**src/rtl/alu_pkg.sv**
```systemverilog
// Operation codes shared by the ALU controller and the execute stage, plus
// a small helper that identifies the branch-compare codes.
package alu_pkg;

  localparam logic [3:0] OP_AND = 4'b0000;
  localparam logic [3:0] OP_SUB = 4'b0001;
  localparam logic [3:0] OP_ADD = 4'b0010;
  localparam logic [3:0] OP_BNE = 4'b0011;
  localparam logic [3:0] OP_OR  = 4'b0100;
  localparam logic [3:0] OP_XOR = 4'b0101;
  localparam logic [3:0] OP_BGE = 4'b0110;
  localparam logic [3:0] OP_BLT = 4'b0111;
  localparam logic [3:0] OP_BEQ = 4'b1000;

  function automatic logic is_branch(input logic [3:0] op);
    return (op == OP_BEQ) || (op == OP_BNE) || (op == OP_BLT) || (op == OP_BGE);
  endfunction

endpackage

```
**src/rtl/alu_core.sv**
```systemverilog
// Purely combinational ALU: arithmetic/logic results, branch conditions and
// detection of unsupported operation codes.
module alu_core
  import alu_pkg::*;
#(
  parameter int DATA_W = 32
) (
  input  logic [3:0]        operation,
  input  logic [DATA_W-1:0] src_a,
  input  logic [DATA_W-1:0] src_b,
  output logic [DATA_W-1:0] result,
  output logic              br_taken,
  output logic              illegal_op
);

  logic cond;

  always_comb begin
    result     = '0;
    cond       = 1'b0;
    illegal_op = 1'b0;
    case (operation)
      OP_AND:  result = src_a & src_b;
      OP_SUB:  result = src_a - src_b;
      OP_ADD:  result = src_a + src_b;
      OP_OR:   result = src_a | src_b;
      OP_XOR:  result = src_a ^ src_b;
      OP_BEQ:  cond   = (src_a == src_b);
      OP_BNE:  cond   = (src_a != src_b);
      OP_BLT:  cond   = ($signed(src_a) < $signed(src_b));
      OP_BGE:  cond   = ($signed(src_a) >= $signed(src_b));
      default: illegal_op = 1'b1;
    endcase
    // Branch codes report their condition as a zero-extended result bit.
    if (is_branch(operation)) begin
      result = {{(DATA_W-1){1'b0}}, cond};
    end
    br_taken = cond;
  end

endmodule

```
**src/rtl/alu_exec_stage.sv**
```systemverilog
// ALU execute stage: computes at accept time and buffers results in a
// two-entry FIFO with valid/ready handshakes on both sides and a flush.
module alu_exec_stage
  import alu_pkg::*;
#(
  parameter int DATA_W = 32,
  parameter int DEPTH  = 2
) (
  input  logic              clk,
  input  logic              reset,
  input  logic              in_valid,
  output logic              in_ready,
  input  logic [3:0]        Operation,
  input  logic [DATA_W-1:0] SrcA,
  input  logic [DATA_W-1:0] SrcB,
  input  logic              flush,
  output logic              out_valid,
  input  logic              out_ready,
  output logic [DATA_W-1:0] ALUResult,
  output logic              BrTaken,
  output logic              IllegalOp
);

  localparam int PTR_W = $clog2(DEPTH);
  localparam int CNT_W = $clog2(DEPTH + 1);
  localparam logic [CNT_W-1:0] FULL = CNT_W'(DEPTH);

  logic [DATA_W-1:0] core_result;
  logic              core_br;
  logic              core_ill;

  logic [CNT_W-1:0] count_reg, count_next;
  logic [PTR_W-1:0] wr_ptr_reg, wr_ptr_next;
  logic [PTR_W-1:0] rd_ptr_reg, rd_ptr_next;
  logic             accept;
  logic             retire;
  logic [DEPTH-1:0] entry_we;

  logic [DATA_W-1:0] result_mem [DEPTH];
  logic              br_mem     [DEPTH];
  logic              ill_mem    [DEPTH];

  alu_core #(
    .DATA_W(DATA_W)
  ) u_core (
    .operation (Operation),
    .src_a     (SrcA),
    .src_b     (SrcB),
    .result    (core_result),
    .br_taken  (core_br),
    .illegal_op(core_ill)
  );

  // Handshake status depends only on registered occupancy.
  assign in_ready  = (count_reg < FULL);
  assign out_valid = (count_reg != '0);
  assign accept    = in_valid && in_ready && !flush;
  assign retire    = out_valid && out_ready && !flush;

  genvar gi;
  generate
    for (gi = 0; gi < DEPTH; gi++) begin : g_entry_we
      assign entry_we[gi] = accept && (wr_ptr_reg == PTR_W'(gi));
    end
  endgenerate

  // Storage needs no reset: contents are only visible while occupied.
  always_ff @(posedge clk) begin
    for (int i = 0; i < DEPTH; i++) begin
      if (entry_we[i]) begin
        result_mem[i] <= core_result;
        br_mem[i]     <= core_br;
        ill_mem[i]    <= core_ill;
      end
    end
  end

  always_comb begin
    count_next  = count_reg;
    wr_ptr_next = wr_ptr_reg;
    rd_ptr_next = rd_ptr_reg;
    if (flush) begin
      count_next  = '0;
      wr_ptr_next = '0;
      rd_ptr_next = '0;
    end else begin
      if (accept) wr_ptr_next = wr_ptr_reg + PTR_W'(1);
      if (retire) rd_ptr_next = rd_ptr_reg + PTR_W'(1);
      case ({accept, retire})
        2'b10:   count_next = count_reg + CNT_W'(1);
        2'b01:   count_next = count_reg - CNT_W'(1);
        default: count_next = count_reg;
      endcase
    end
  end

  always_ff @(posedge clk or posedge reset) begin
    if (reset) begin
      count_reg  <= '0;
      wr_ptr_reg <= '0;
      rd_ptr_reg <= '0;
    end else begin
      count_reg  <= count_next;
      wr_ptr_reg <= wr_ptr_next;
      rd_ptr_reg <= rd_ptr_next;
    end
  end

  always_comb begin
    ALUResult = '0;
    BrTaken   = 1'b0;
    IllegalOp = 1'b0;
    if (out_valid) begin
      ALUResult = result_mem[rd_ptr_reg];
      BrTaken   = br_mem[rd_ptr_reg];
      IllegalOp = ill_mem[rd_ptr_reg];
    end
  end

endmodule

```
**config.mk**
```make
export PLATFORM = sky130hd
export DESIGN_NAME = alu_exec_stage
export DESIGN_NICKNAME = d
export VERILOG_FILES = /design/src/rtl/alu_pkg.sv /design/src/rtl/alu_core.sv /design/src/rtl/alu_exec_stage.sv
export SDC_FILE = /design/constraint.sdc
export NUM_CORES = 1
export LEC_CHECK = 0
export ABC_AREA = 1
export BUFFER_PORTS_ARGS = -buffer_cell sky130_fd_sc_hd__buf_4
export CAP_MARGIN = 20
export CORE_ASPECT_RATIO = 0.9
export CORE_MARGIN = 1
export CORE_UTILIZATION = 35
export DETAILED_ROUTE_END_ITERATION = 7
export PLACE_DENSITY = 0.62
export SLEW_MARGIN = 15
export SYNTH_ARGS = -nofsm -noshare
export SYNTH_HDL_FRONTEND = slang
export SYNTH_SLANG_ARGS = --single-unit
```
**constraint.sdc**
```tcl
create_clock -name clk -period 2.4 [get_ports clk]
set_input_delay 0.36 -clock clk [delete_from_list [all_inputs] [get_ports clk]]
set_output_delay 0.36 -clock clk [all_outputs]
set_load 0.02 [all_outputs]
```
# Word-level counts from Yosys, hierarchy flattened

Memories as Yosys holds them, arrays and structs flattened.
Index checks and enable logic that the tools add are counted.

Add/sub/neg operators: 6
Order comparisons: 3
Eq/ne operators: 12
Muxes and demuxes: 26
Bitwise gates (word level): 4
Reduce and logical (&&, ||, !) cells: 19

Operators by type and width:

| kind                 | count |
|---|---|
| $pmux W32 S5         | 1 |
| $mux W32             | 3 |
| $add A32 B32 Y32     | 1 |
| $and A32 B32 Y32     | 1 |
| $eq A32 B32 Y1       | 1 |
| $ge A32 B32 Y1       | 1 |
| $lt A32 B32 Y1       | 1 |
| $ne A32 B32 Y1       | 1 |
| $or A32 B32 Y32      | 1 |
| $reduce_or A32 Y1    | 1 |
| $sub A32 B32 Y32     | 1 |
| $xor A32 B32 Y32     | 1 |
| $mux W1              | 19 |
| $eq A4 B3 Y1 const B | 4 |
| $reduce_or A9 Y1     | 1 |
| $eq A4 B2 Y1 const B | 2 |
| $logic_and A1 B1 Y1  | 6 |
| $reduce_bool A2 Y1   | 3 |
| $eq A4 B1 Y1 const B | 1 |
| $eq A4 B4 Y1 const B | 1 |
| $logic_not A4 Y1     | 1 |
| $pmux W1 S4          | 1 |
| $pmux W2 S2          | 1 |
| $logic_or A1 B1 Y1   | 3 |
| 11 further kinds     | 13 |

Bits in registers: 4
Bits in writable memories: 68
Input bits: 73
Logic and storage cells: 76
Memories kept: 3

Memory list:

| name       | depth | bits a word | rd ports | clocked after Yosys merged registers in | write ports | RTL line             | RTL |
|---|---|---|---|---|---|---|---|
| result_mem | 2     | 32          | 1        | 0                                       | 1           | alu_exec_stage.sv:39 | `logic [DATA_W-1:0] result_mem [DEPTH];` |
| br_mem     | 2     | 1           | 1        | 0                                       | 1           | alu_exec_stage.sv:40 | `logic br_mem [DEPTH];` |
| ill_mem    | 2     | 1           | 1        | 0                                       | 1           | alu_exec_stage.sv:41 | `logic ill_mem [DEPTH];` |

# Logic depth before layout (Yosys ltp)

Gate-level depths: netlist of run 1.

Word-level depth: 8
Mapped depth: 17
Mapped depth without buffers: 17

# By module

A second synthesis of run 1 with hierarchy kept.

Cells, all modules: 1,309
Area, all modules: 8,695.8 um^2

Modules (own cells, without submodules):

| module         | times used | cells each | area each (um^2) | seq. area each (um^2) |
|---|---|---|---|---|
| alu_core       | 1          | 1,090      | 5,909.4          | 0.0 |
| alu_exec_stage | 1          | 219        | 2,786.4          | 2,142.1 |

# Worst setup path before layout of run 1

No wires, ideal clock.

Path type: reg-to-reg
From: register count_reg[1]
To: memory br_mem[0], enable pin
Setup time: 426 ps
Arrival: 2,165 ps
Required time: 1,974 ps
Slack: -191 ps
Cell stages (with the launch flop): 4
Buffers on the path: 0
Clock period less this slack: 2,591 ps
Path through: dfrtp_1 -> inv_1 -> nand3_1 -> nor2_1

RTL lines:

| element                          | RTL line              | RTL |
|---|---|---|
| start, declared                  | alu_exec_stage.sv:32  | `logic [CNT_W-1:0] count_reg, count_next;` |
| start signal, assigned           | alu_exec_stage.sv:103 | `count_reg <= count_next;` |
| $lt A2 B2 Y1                     | alu_exec_stage.sv:55  | `assign in_ready = (count_reg < FULL);` |
| net in_ready                     | alu_exec_stage.sv:12  | `output logic in_ready,` |
| $logic_and A1 B1 Y1 (2 in a row) | alu_exec_stage.sv:57  | `assign accept = in_valid && in_ready && !flush;` |
| $logic_and A1 B1 Y1              | alu_exec_stage.sv:63  | `assign entry_we[gi] = accept && (wr_ptr_reg == PTR_W'(gi));` |
| net entry_we[0]                  | alu_exec_stage.sv:37  | `logic [DEPTH-1:0] entry_we;` |
| $mux W1                          | alu_exec_stage.sv:70  | `if (entry_we[i]) begin` |
| $mux W1 (not written as such)    | alu_exec_stage.sv:72  | `br_mem[i] <= core_br;` |
| $mux W1 (no line)                | --                    |  |
| end, declared                    | alu_exec_stage.sv:40  |  |

The timed path passes the listed nets, and every way through them passes these cells.

# Worst setup path after layout of run 1

From: input SrcB[2]
To: memory result_mem[1][29], data pin

Longest elaborated chain between the ends: 4

RTL lines:

| element                                              | RTL line                       | RTL |
|---|---|---|
| start, declared                                      | alu_exec_stage.sv:15           | `input logic [DATA_W-1:0] SrcB,` |
| $add A32 B32 Y32 or $sub A32 B32 Y32 (tied branches) | alu_core.sv:25, alu_core.sv:24 |  |
| $pmux W32 S5 (*)                                     | alu_core.sv:22                 | `case (operation)` |
| $mux W32 (*)                                         | alu_core.sv:35                 | `if (is_branch(operation)) begin` |
| net core_result[29]                                  | alu_exec_stage.sv:28           | `logic [DATA_W-1:0] core_result;` |
| $mux W32 (no line) (*)                               | --                             |  |
| end, declared                                        | alu_exec_stage.sv:39           |  |

The timed path passes the listed nets; every way through them passes the cells marked *.

==> results of run 1 <==
[critical path, cell delays in order]
cell and delay (ns):
buf_4 0.08, inv_1 0.04, ha_1 0.33, inv_1 0.13, nand2_1 0.10, o21ai_4 0.23, nand2_1 0.08, nand2_1 0.14
nand2_1 0.07, nand2_1 0.19, nand3_1 0.15, nand2_1 0.10, nand2_1 0.05, nand3_1 0.12, nand3_1 0.16
[per-stage QoR]
stage	total power [W]	worst slack, ns	TNS, ns
3_3_place_gp	0.00480	-0.168	-3.97
5_1_grt	0.00654	0.00486	0
3_5_place_dp	0.00482	-0.194	-4.59
2_1_floorplan	0.00333	-0.191	-12.31
4_1_cts	0.00619	0.150	0
6_report	0.00618	0.111	0
[per-layer routing]
layer	routed length [um]	global-route usage (%)	up-vias
li1	-	-	4822
met1	14900	36.0	4422
met2	13700	40.1	350
met3	2460	3.09	10
met4	129	4.30	0
met5	0	0	-
[what timing repair did]
item	in CTS	in global routing
gates resized for setup	0	2
endpoints found under the hold margin	4	0
hold buffers	1	0
setup endpoints to repair	0	12
[power by group through the flow]
stage	clock (W)	sequential (W)	combinational (W)
floorplan	0	0.00159	0.00174
global placement	0	0.00160	0.00321
detailed placement	0	0.00160	0.00322
CTS	0.00138	0.00158	0.00323
global route	0.00143	0.00159	0.00352
finish	0.00136	0.00157	0.00325
[worst max path at each step]
stage	startpoint	end	slack (ns)
after floorplan	count_reg[1]$_DFFE_PP0P_	br_mem[0]$_DFFE_PP_	-0.19
after CTS	SrcB[0]	result_mem[1][24]$_DFFE_PP_	0.15
after global placement	SrcB[4]	result_mem[1][23]$_DFFE_PP_	-0.17
after detailed placement	SrcB[0]	result_mem[1][24]$_DFFE_PP_	-0.19
after global routing	SrcB[22]	result_mem[1][29]$_DFFE_PP_	0.005
final	SrcB[2]	result_mem[1][29]$_DFFE_PP_	0.11
[cell type report]
class / instances / area (um^2)
clock buffers: 9 / 225
clock inverters: 7 / 86.3
fillers: 2390 / 12100
inverters: 194 / 728
multi-input cells: 986 / 5400
flip-flops and latches: 72 / 2140
well taps: 302 / 378
repair buffers: 326 / 2510
[cell usage in the layout (no fill, tap or decap), types with 11 or more instances in the layout]
cell / synthesis / layout
nand2_1: 333 / 333
buf_4: 11 / 320
inv_1: 180 / 180
nor2_1: 132 / 129
a21oi_1: 117 / 117
nand3_1: 114 / 114
ha_1: 96 / 96
edfxtp_1: 68 / 68
o21ai_0: 64 / 63
nor2_2: 12 / 15
inv_2: 13 / 13
nand2_2: 12 / 12
o21ai_1: 11 / 12
o22ai_1: 11 / 11
nor3_1: 11 / 11
[logic make-up (layout without fill, tap and decap cells)]
family          after synthesis  after routing  share of synthesized area [%]
buf+inv                     235            536                           11.3
compound gates              255            255                           17.3
flops                        72             72                           25.3
fa+ha+maj                    98             98                           14.6
simple gates                633            633                           31.5
==> flow_summary.ini, run 1 <==
[outcome]
status = finished with violations
violations = DRC

[worst_setup_path]
r2r_end = count_reg[0]$_DFFE_PP0P_
critical_path_required_ns = 2.43
ff2ff_setup_slack_ns = 0.80
timing.rr.start = count_reg[1]$_DFFE_PP0P_
critPathKind = input port to register
r2r_cells = 8
cp_max_fo = 5
timing.critical_path.arrival_ns = 2.32
crit_path_end_kind = register
crit_path_start_kind = input port

[pwr]
clockPowerShare_pct = 22.0
p_sw_w = 0.00248
ir_worst_vdd_v = 0.000466
leakage_nw = 5.80
p_seq_share_pct = 25.5
powerDensity_nw_per_um2 = 539
p_int_w = 0.00370
switching_share_pct = 40.1
pwr-share-comb_pct = 52.5

[worst_hold_path]
hp-class = input port to register
min_to = count_reg[1]$_DFFE_PP0P_
whs_path_depth = 2
hold_path.startpoint = flush

[cts]
htree_levels = 3
clk_path_buf_depth = 2
cts.root.buffer_cell = clkbuf_16
clk_pin_slew_ns = 0.05
cts_tree = yes
cts_buffers = 9
cts_setup_buffers = 0
clk_latency_ns = 0.32
cts_num_sinks = 72

[job]
timing.max_cap.violations = 0

[layout]
drive_gt1_share_pct = 25.2
finalNonFillerCells = 1896
finish.utilization_pct = 48.7
fin_nets = 1760
syn_to_final_growth_pct = 35.3
largest_reg_flops = 64
top_register = result_mem
finish.instance_area_um2 = 11500
antennaDiodeCount = 0

[sta]
fmax_ghz = 0.437
setup_viol = 0
slew_headroom_pct = 68.4
fin_crit_sh_pct = 95.4
whs_ns = 0.248
period_minus_slack_ns = 2.29
rsz0062_at_grt = no
worst_pin_slew_ns = 0.474
slew_viol_final = 0
finalHoldViolations = 0
finClkSkew_ns = 0.00415

[place]
gp_congestion = 0.953
placed_area_um2 = 11100
io_buffers = 108
dp_cells = 1879
dp_hpwl_um = 25800

[detailed_routing]
avgRoutedWirePerCell_um = 16.4
drt_iter0_markers = 943
ant_nets = 0
routed-via-count = 9604
viasPerCell = 5.07
drc = 9
drtPass1Iterations = 8
postRouteWirelength_um = 31100

[floorplan]
die_y_um = 150
io_pins = 109
row_count = 53
core_region_area_um2 = 23500
die_w_um = 166
start_util_pct = 36.0
fp.dieArea_um2 = 24900

[logic_synthesis]
yosys.area.top_type = edfxtp_1
netlist_top_cells_area = edfxtp_1 (24%), nand2_1 (15%), ha_1 (14%)
ys_warn_count = 0
ys_types = 43
synth_seq_cells = 72
netlist.area_leader.share_pct = 24.1
yosysMostFrequentCell = nand2_1
synth_ff_type = edfxtp_1
synth_nets = 1464
async_flop_share_pct = 5.56
synth-edff-count = 68
ys_seq_area_share_pct = 25.3
yosys-top-cells-count = nand2_1 (333), inv_1 (180), nor2_1 (132)
synth_area_um2 = 8480
netlist_instances = 1293
syn_area_per_cell_um2 = 6.56

[grt]
grt_pass1_vias = 8911
grt_start_max_net_pins = 36
grt_overflow_total = 0
grt_antenna_before_repair = 0
grt_usage_pct = 24.9
grt_pass1_wl_um = 47600
Note: power is estimated with default switching activity, not from simulation.
==> run 2, diff against run 1 <==
--- a/config.mk
+++ b/config.mk
@@ -6,13 +6,14 @@
 export NUM_CORES = 1
 export LEC_CHECK = 0
 export ABC_AREA = 1
-export BUFFER_PORTS_ARGS = -buffer_cell sky130_fd_sc_hd__buf_4
+export BUFFER_PORTS_ARGS = -buffer_cell sky130_fd_sc_hd__buf_2
 export CAP_MARGIN = 20
 export CORE_ASPECT_RATIO = 0.9
 export CORE_MARGIN = 1
-export CORE_UTILIZATION = 35
+export CORE_UTILIZATION = 54
 export DETAILED_ROUTE_END_ITERATION = 7
-export PLACE_DENSITY = 0.62
+export PLACE_DENSITY = 0.85
+export SETUP_SLACK_MARGIN = 0.2
 export SLEW_MARGIN = 15
 export SYNTH_ARGS = -nofsm -noshare
 export SYNTH_HDL_FRONTEND = slang
==> run 2 against run 1 <==
- the flow now finishes without violations
- critical path depth decreased by 1
- global-route usage increased by 12 points
- die area decreased by 35%
- highest routed layer unchanged
==> flow_summary.ini, run 2 (synthesized netlist as in run 1, its figures left out) <==
[grt]
grt_pass1_vias = 9330
grt_pass1_wl_um = 46200
grt_start_max_net_pins = 36
grt_antenna_before_repair = 0
grt_usage_pct = 36.9
grt_overflow_total = 0

[worst_setup_path]
cp_max_fo = 6
critical_path_required_ns = 2.44
ff2ff_setup_slack_ns = 0.74
critPathSlowestCell = ha_1
crit_buf_inv = 4
critPathKind = input port to register
crit_family = simple AND/OR/NAND/NOR gates
crit_path_frequent_cell = nand2_1
crit_path_start_kind = input port
crit_path_end_kind = register
path_cells = buf_2 -> inv_1 -> ha_1 -> buf_4 -> nand2_1 -> o21ai_0 -> buf_4 -> nor2_1 -> a21oi_4 -> nand2_1 -> nand2_1 -> nand2_1 -> nand3_1 -> nand3_1
crit_path_max_incr_delay_ns = 0.32
timing.critical_path.arrival_ns = 2.21

[sta]
worst_pin_slew_ns = 0.526
slew_viol_final = 0
fin_crit_sh_pct = 90.1
finalHoldViolations = 0
setup_viol = 0
whs_ns = 0.289
rsz0062_at_grt = yes
slew_headroom_pct = 64.9
period_minus_slack_ns = 2.16
setup_ws_ns = 0.236
fmax_ghz = 0.462
finClkSkew_ns = 0.00401

[place]
io_buffers = 108
dp_cells = 1728
gp_congestion = 1.03
dp_hpwl_um = 23900
pre_cts_ws_ns = -0.146

[cts]
clk_path_buf_depth = 2
cts_tree = yes
clk_pin_slew_ns = 0.05
cts.root.buffer_cell = clkbuf_16
clk_latency_ns = 0.33
cts_num_sinks = 72
cts_buffers = 9
htree_levels = 3

[layout]
largest_reg_flops = 64
register_area_um2 = 2140
fillers = 1307
final_cell_mix = nand2_1 (316), inv_1 (179), buf_4 (164), nor2_1 (119), buf_2 (108)
antennaDiodeCount = 0
syn_to_final_growth_pct = 29.6
top_register = result_mem
mostFrequentLayoutCell = nand2_1
finalNonFillerCells = 1749
fin_nets = 1713
drive_gt1_share_pct = 27.1
multi_input_area_um2 = 5700

[floorplan]
die_w_um = 134
core_region_area_um2 = 15400
io_pins = 109
row_count = 43
start_util_pct = 55.1
die_y_um = 121
fp.dieArea_um2 = 16200

[pwr]
ir_worst_vdd_v = 0.000880
leakage_nw = 5.54
powerDensity_nw_per_um2 = 532

[outcome]
status = finished, final reports clean

[detailed_routing]
drc = 0
routed-via-count = 9872
viasPerCell = 5.64
postRouteWirelength_um = 29900
avgRoutedWirePerCell_um = 17.1
drtPass1Iterations = 5
ant_nets = 0
drt_iter0_markers = 1138

[job]
timing.max_cap.violations = 0

[worst_hold_path]
hp-class = input port to register
==> run 2: cell types whose count changed in the layout (fill, tap and decap cells not counted), sizes merged <==
cell | previous run | this run
buf | 325 | 278
bufinv | 2 | 0
clkbuf | 9 | 16
clkinv | 5 | 1
clkinvlp | 1 | 0
==> run 2: repair_timing <==
action | 4_1_cts | 5_1_grt
cloned | 0 | 0
pin swaps | 0 | 10
hold buffers | 1 | 0
endpoints found under the setup margin | 2 | 53
gates resized for setup | 1 | 89
hold endpoints to repair | 4 | 0
buffers inserted | 0 | 4
==> run 2: worst paths after layout <==
kind | from | to | cells after the start
setup reg to reg | count_reg[1]$_DFFE_PP0P_ | count_reg[0]$_DFFE_PP0P_ | 7
setup / recovery | SrcB[10] | result_mem[0][24]$_DFFE_PP_ | 14
hold / removal | flush | count_reg[1]$_DFFE_PP0P_ | 2
hold reg to reg | count_reg[0]$_DFFE_PP0P_ | count_reg[0]$_DFFE_PP0P_ | 1
max in group asynchronous | reset | wr_ptr_reg$_DFFE_PP0P_ | 3
min in group asynchronous | reset | rd_ptr_reg$_DFFE_PP0P_ | 3
==> run 2: area by class of cell <==
cell class	instances	area share [%]
Sequential cell	72	19.5
Tap cell	202	2.30
Inverter	194	6.63
Timing Repair Buffer	279	17.2
Multi-Input combinational cell	986	51.9
Clock buffer	16	2.47
==> run 2: worst register-to-register path: stages, from the launching register on <==
cell and delay (ns):
dfrtp_1 0.40, nor2_2 0.12, buf_4 0.34, inv_1 0.17
nand3_1 0.15, nand2_1 0.13, a21oi_1 0.18, a21oi_1 0.06
==> run 2: power by group <==
part | switching, W | internal [W]
logic | 0.00199 | 0.00107
registers | 0.0000503 | 0.00154
clock network | 0.000440 | 0.000757
==> run 2: layer usage <==
metal / up-vias / global-route usage (%) / share of wire [%]
met5: - / 0 / 0
met4: 0 / 11.2 / 2.2
met2: 528 / 60.1 / 45
met3: 55 / 7.31 / 12
met1: 4560 / 49.4 / 41
li1: 4729 / - / -
==> run 2: per-stage QoR <==
stage / instance area (um^2) / utilization [%] / total power (W) / setup TNS [ns]
after detailed placement: 10300 / 67.2 / 0.00447 / -2.67
after global placement: 10300 / 67.2 / 0.00441 / -1.16
after CTS: 10600 / 69.1 / 0.00568 / 0
final: 11000 / 71.4 / 0.00584 / 0
after floorplan: 8480 / - / 0.00333 / -12.31
after global routing: 11000 / 71.4 / 0.00613 / 0
==> run 3, diff against run 2 <==
--- a/config.mk
+++ b/config.mk
@@ -9,9 +9,10 @@
 export BUFFER_PORTS_ARGS = -buffer_cell sky130_fd_sc_hd__buf_2
 export CAP_MARGIN = 20
 export CORE_ASPECT_RATIO = 0.9
-export CORE_MARGIN = 1
+export CORE_MARGIN = 5
 export CORE_UTILIZATION = 54
 export DETAILED_ROUTE_END_ITERATION = 7
+export MAX_ROUTING_LAYER = met4
 export PLACE_DENSITY = 0.85
 export SETUP_SLACK_MARGIN = 0.2
 export SLEW_MARGIN = 15
==> constraint.sdc (replaced) <==
create_clock -name clk -period 2.4 [get_ports clk]
set_input_delay 0.48 -clock clk [delete_from_list [all_inputs] [get_ports clk]]
set_output_delay 0.48 -clock clk [all_outputs]
set_load 0.02 [all_outputs]
==> run 3 against run 2 <==
- setup slack got worse by 0.11 ns
- worst hold slack got worse by 0.26 ns
- via count increased by 6.0%
- combinational power is 9.5% higher
- clock-buffer cell count decreased by 4
- largest cell class unchanged
==> flow_summary.ini, run 3 (synthesized netlist as in run 1, its figures left out) <==
[cts]
cts_num_sinks = 72
htree_levels = 3
cts.root.buffer_cell = clkbuf_16
clk_latency_ns = 0.33
clk_path_buf_depth = 2
cts_buffers = 9
clk_pin_slew_ns = 0.05
cts_tree = yes

[worst_setup_path]
critical_path_required_ns = 2.46
crit_path_start_kind = input port
ff2ff_setup_slack_ns = 0.75
crit_path_end_kind = register
cp_max_fo = 4
critPathKind = input port to register
timing.critical_path.arrival_ns = 2.34

[floorplan]
die_w_um = 142
row_count = 43
core_region_area_um2 = 15400
die_y_um = 129
fp.dieArea_um2 = 18300
io_pins = 109
start_util_pct = 54.9

[detailed_routing]
ant_nets = 0
drtPass1Iterations = 6
routed-via-count = 10500
viasPerCell = 5.77
avgRoutedWirePerCell_um = 18.3
drc = 0
drt_iter0_markers = 1250
postRouteWirelength_um = 33200

[grt]
grt_pass1_vias = 9750
grt_pass1_wl_um = 48000
grt_start_max_net_pins = 37
grt_antenna_before_repair = 0
grt_usage_pct = 34.2
grt_overflow_total = 0

[worst_hold_path]
hp-class = input port to async pin

[layout]
fillers = 1152
final_cell_mix = nand2_1 (302), buf_4 (231), inv_1 (169), nor2_1 (109), buf_2 (105)
finish.utilization_pct = 77.6
top_register = result_mem
largest_reg_flops = 64
syn_to_final_growth_pct = 41.3
finalNonFillerCells = 1814
antennaDiodeCount = 0
fin_nets = 1778
mostFrequentLayoutCell = nand2_1
drive_gt1_share_pct = 35.4

[sta]
setup_viol = 0
fmax_ghz = 0.440
period_minus_slack_ns = 2.27
setup_ws_ns = 0.126
finalHoldViolations = 0
worst_pin_slew_ns = 0.565
finClkSkew_ns = 0.00530
whs_ns = 0.0272
fin_crit_sh_pct = 94.7
slew_headroom_pct = 61.9
rsz0062_at_grt = yes
slew_viol_final = 0

[place]
dp_hpwl_um = 24600
io_buffers = 108
dp_cells = 1789
gp_congestion = 1.02
pre_cts_ws_ns = -0.245

[pwr]
powerDensity_nw_per_um2 = 525
ir_worst_vdd_v = 0.000968
leakage_nw = 5.95
power.total_w = 0.00629

[outcome]
status = finished, final reports clean

[job]
timing.max_cap.violations = 0
run 3: cell count changes in the layout (fill, tap and decap cells not counted), sizes merged:
cell / delta
dlygate4sd3: -1
clkbuf: -4
clkinv: +2
bufinv: +2
buf: +66
run 3: critical path, stage by stage:
cell	delay, ns
buf_2	0.11
inv_2	0.06
ha_4	0.28
buf_4	0.12
buf_4	0.14
nand2_2	0.08
o21ai_4	0.15
nand2_1	0.10
nand2_2	0.11
nand2_2	0.06
buf_4	0.14
a21oi_4	0.18
nand2_2	0.08
nand2_2	0.07
nand2_2	0.05
nand3_2	0.06
nand3_2	0.07
run 3: through the flow:
stage	setup TNS [ns]	area [um^2]
final	0	12000
after global placement	-6.38	10800
after global routing	0	12000
after CTS	0	11200
after floorplan	-12.31	8480
after detailed placement	-8.56	10800
run 3: path summary, 6_finish.rpt:
check	startpoint	endpoint	cells after the start
min in group clk	flush	count_reg[1]$_DFFE_PP0P_	2
worst max-delay path	SrcB[2]	result_mem[0][24]$_DFFE_PP_	17
worst max register to register	count_reg[1]$_DFFE_PP0P_	result_mem[0][3]$_DFFE_PP_	4
worst min register to register	count_reg[0]$_DFFE_PP0P_	count_reg[0]$_DFFE_PP0P_	1
max in group asynchronous	reset	count_reg[1]$_DFFE_PP0P_	2
worst min-delay path	reset	wr_ptr_reg$_DFFE_PP0P_	2
run 3: power breakdown:
part,internal [W],switching [W],total [W]
registers,0.00153,0.0000530,0.00159
clock network,0.000904,0.000447,0.00135
logic,0.00123,0.00212,0.00335
run 3: layer usage:
| metal | GRT usage (%) | vias up | part of all wire (%) |
|---|---|---|---|
| li1 | - | 4876 | - |
| met4 | 12.4 | 0 | 4.4 |
| met3 | 5.87 | 141 | 13 |
| met2 | 53.0 | 706 | 44 |
| met1 | 45.1 | 4744 | 39 |
| met5 | - | - | 0 |
run 3: layout make-up:
type / count / area (um^2) / area share, %
clock buffer: 12 / 236 / 1.97
clock inverter: 4 / 68.8 / 0.575
tap: 202 / 253 / 2.11
sequential: 72 / 2140 / 17.9
timing repair buffer: 344 / 2380 / 19.9
inverter: 194 / 728 / 6.08
multi-input combinational: 986 / 6160 / 51.5
run 3: timing repair:
action,in CTS,in global routing
buffers inserted,3,6
pin swaps,6,29
setup endpoints to repair,34,56
hold buffers,0,0
gates resized for setup,30,178
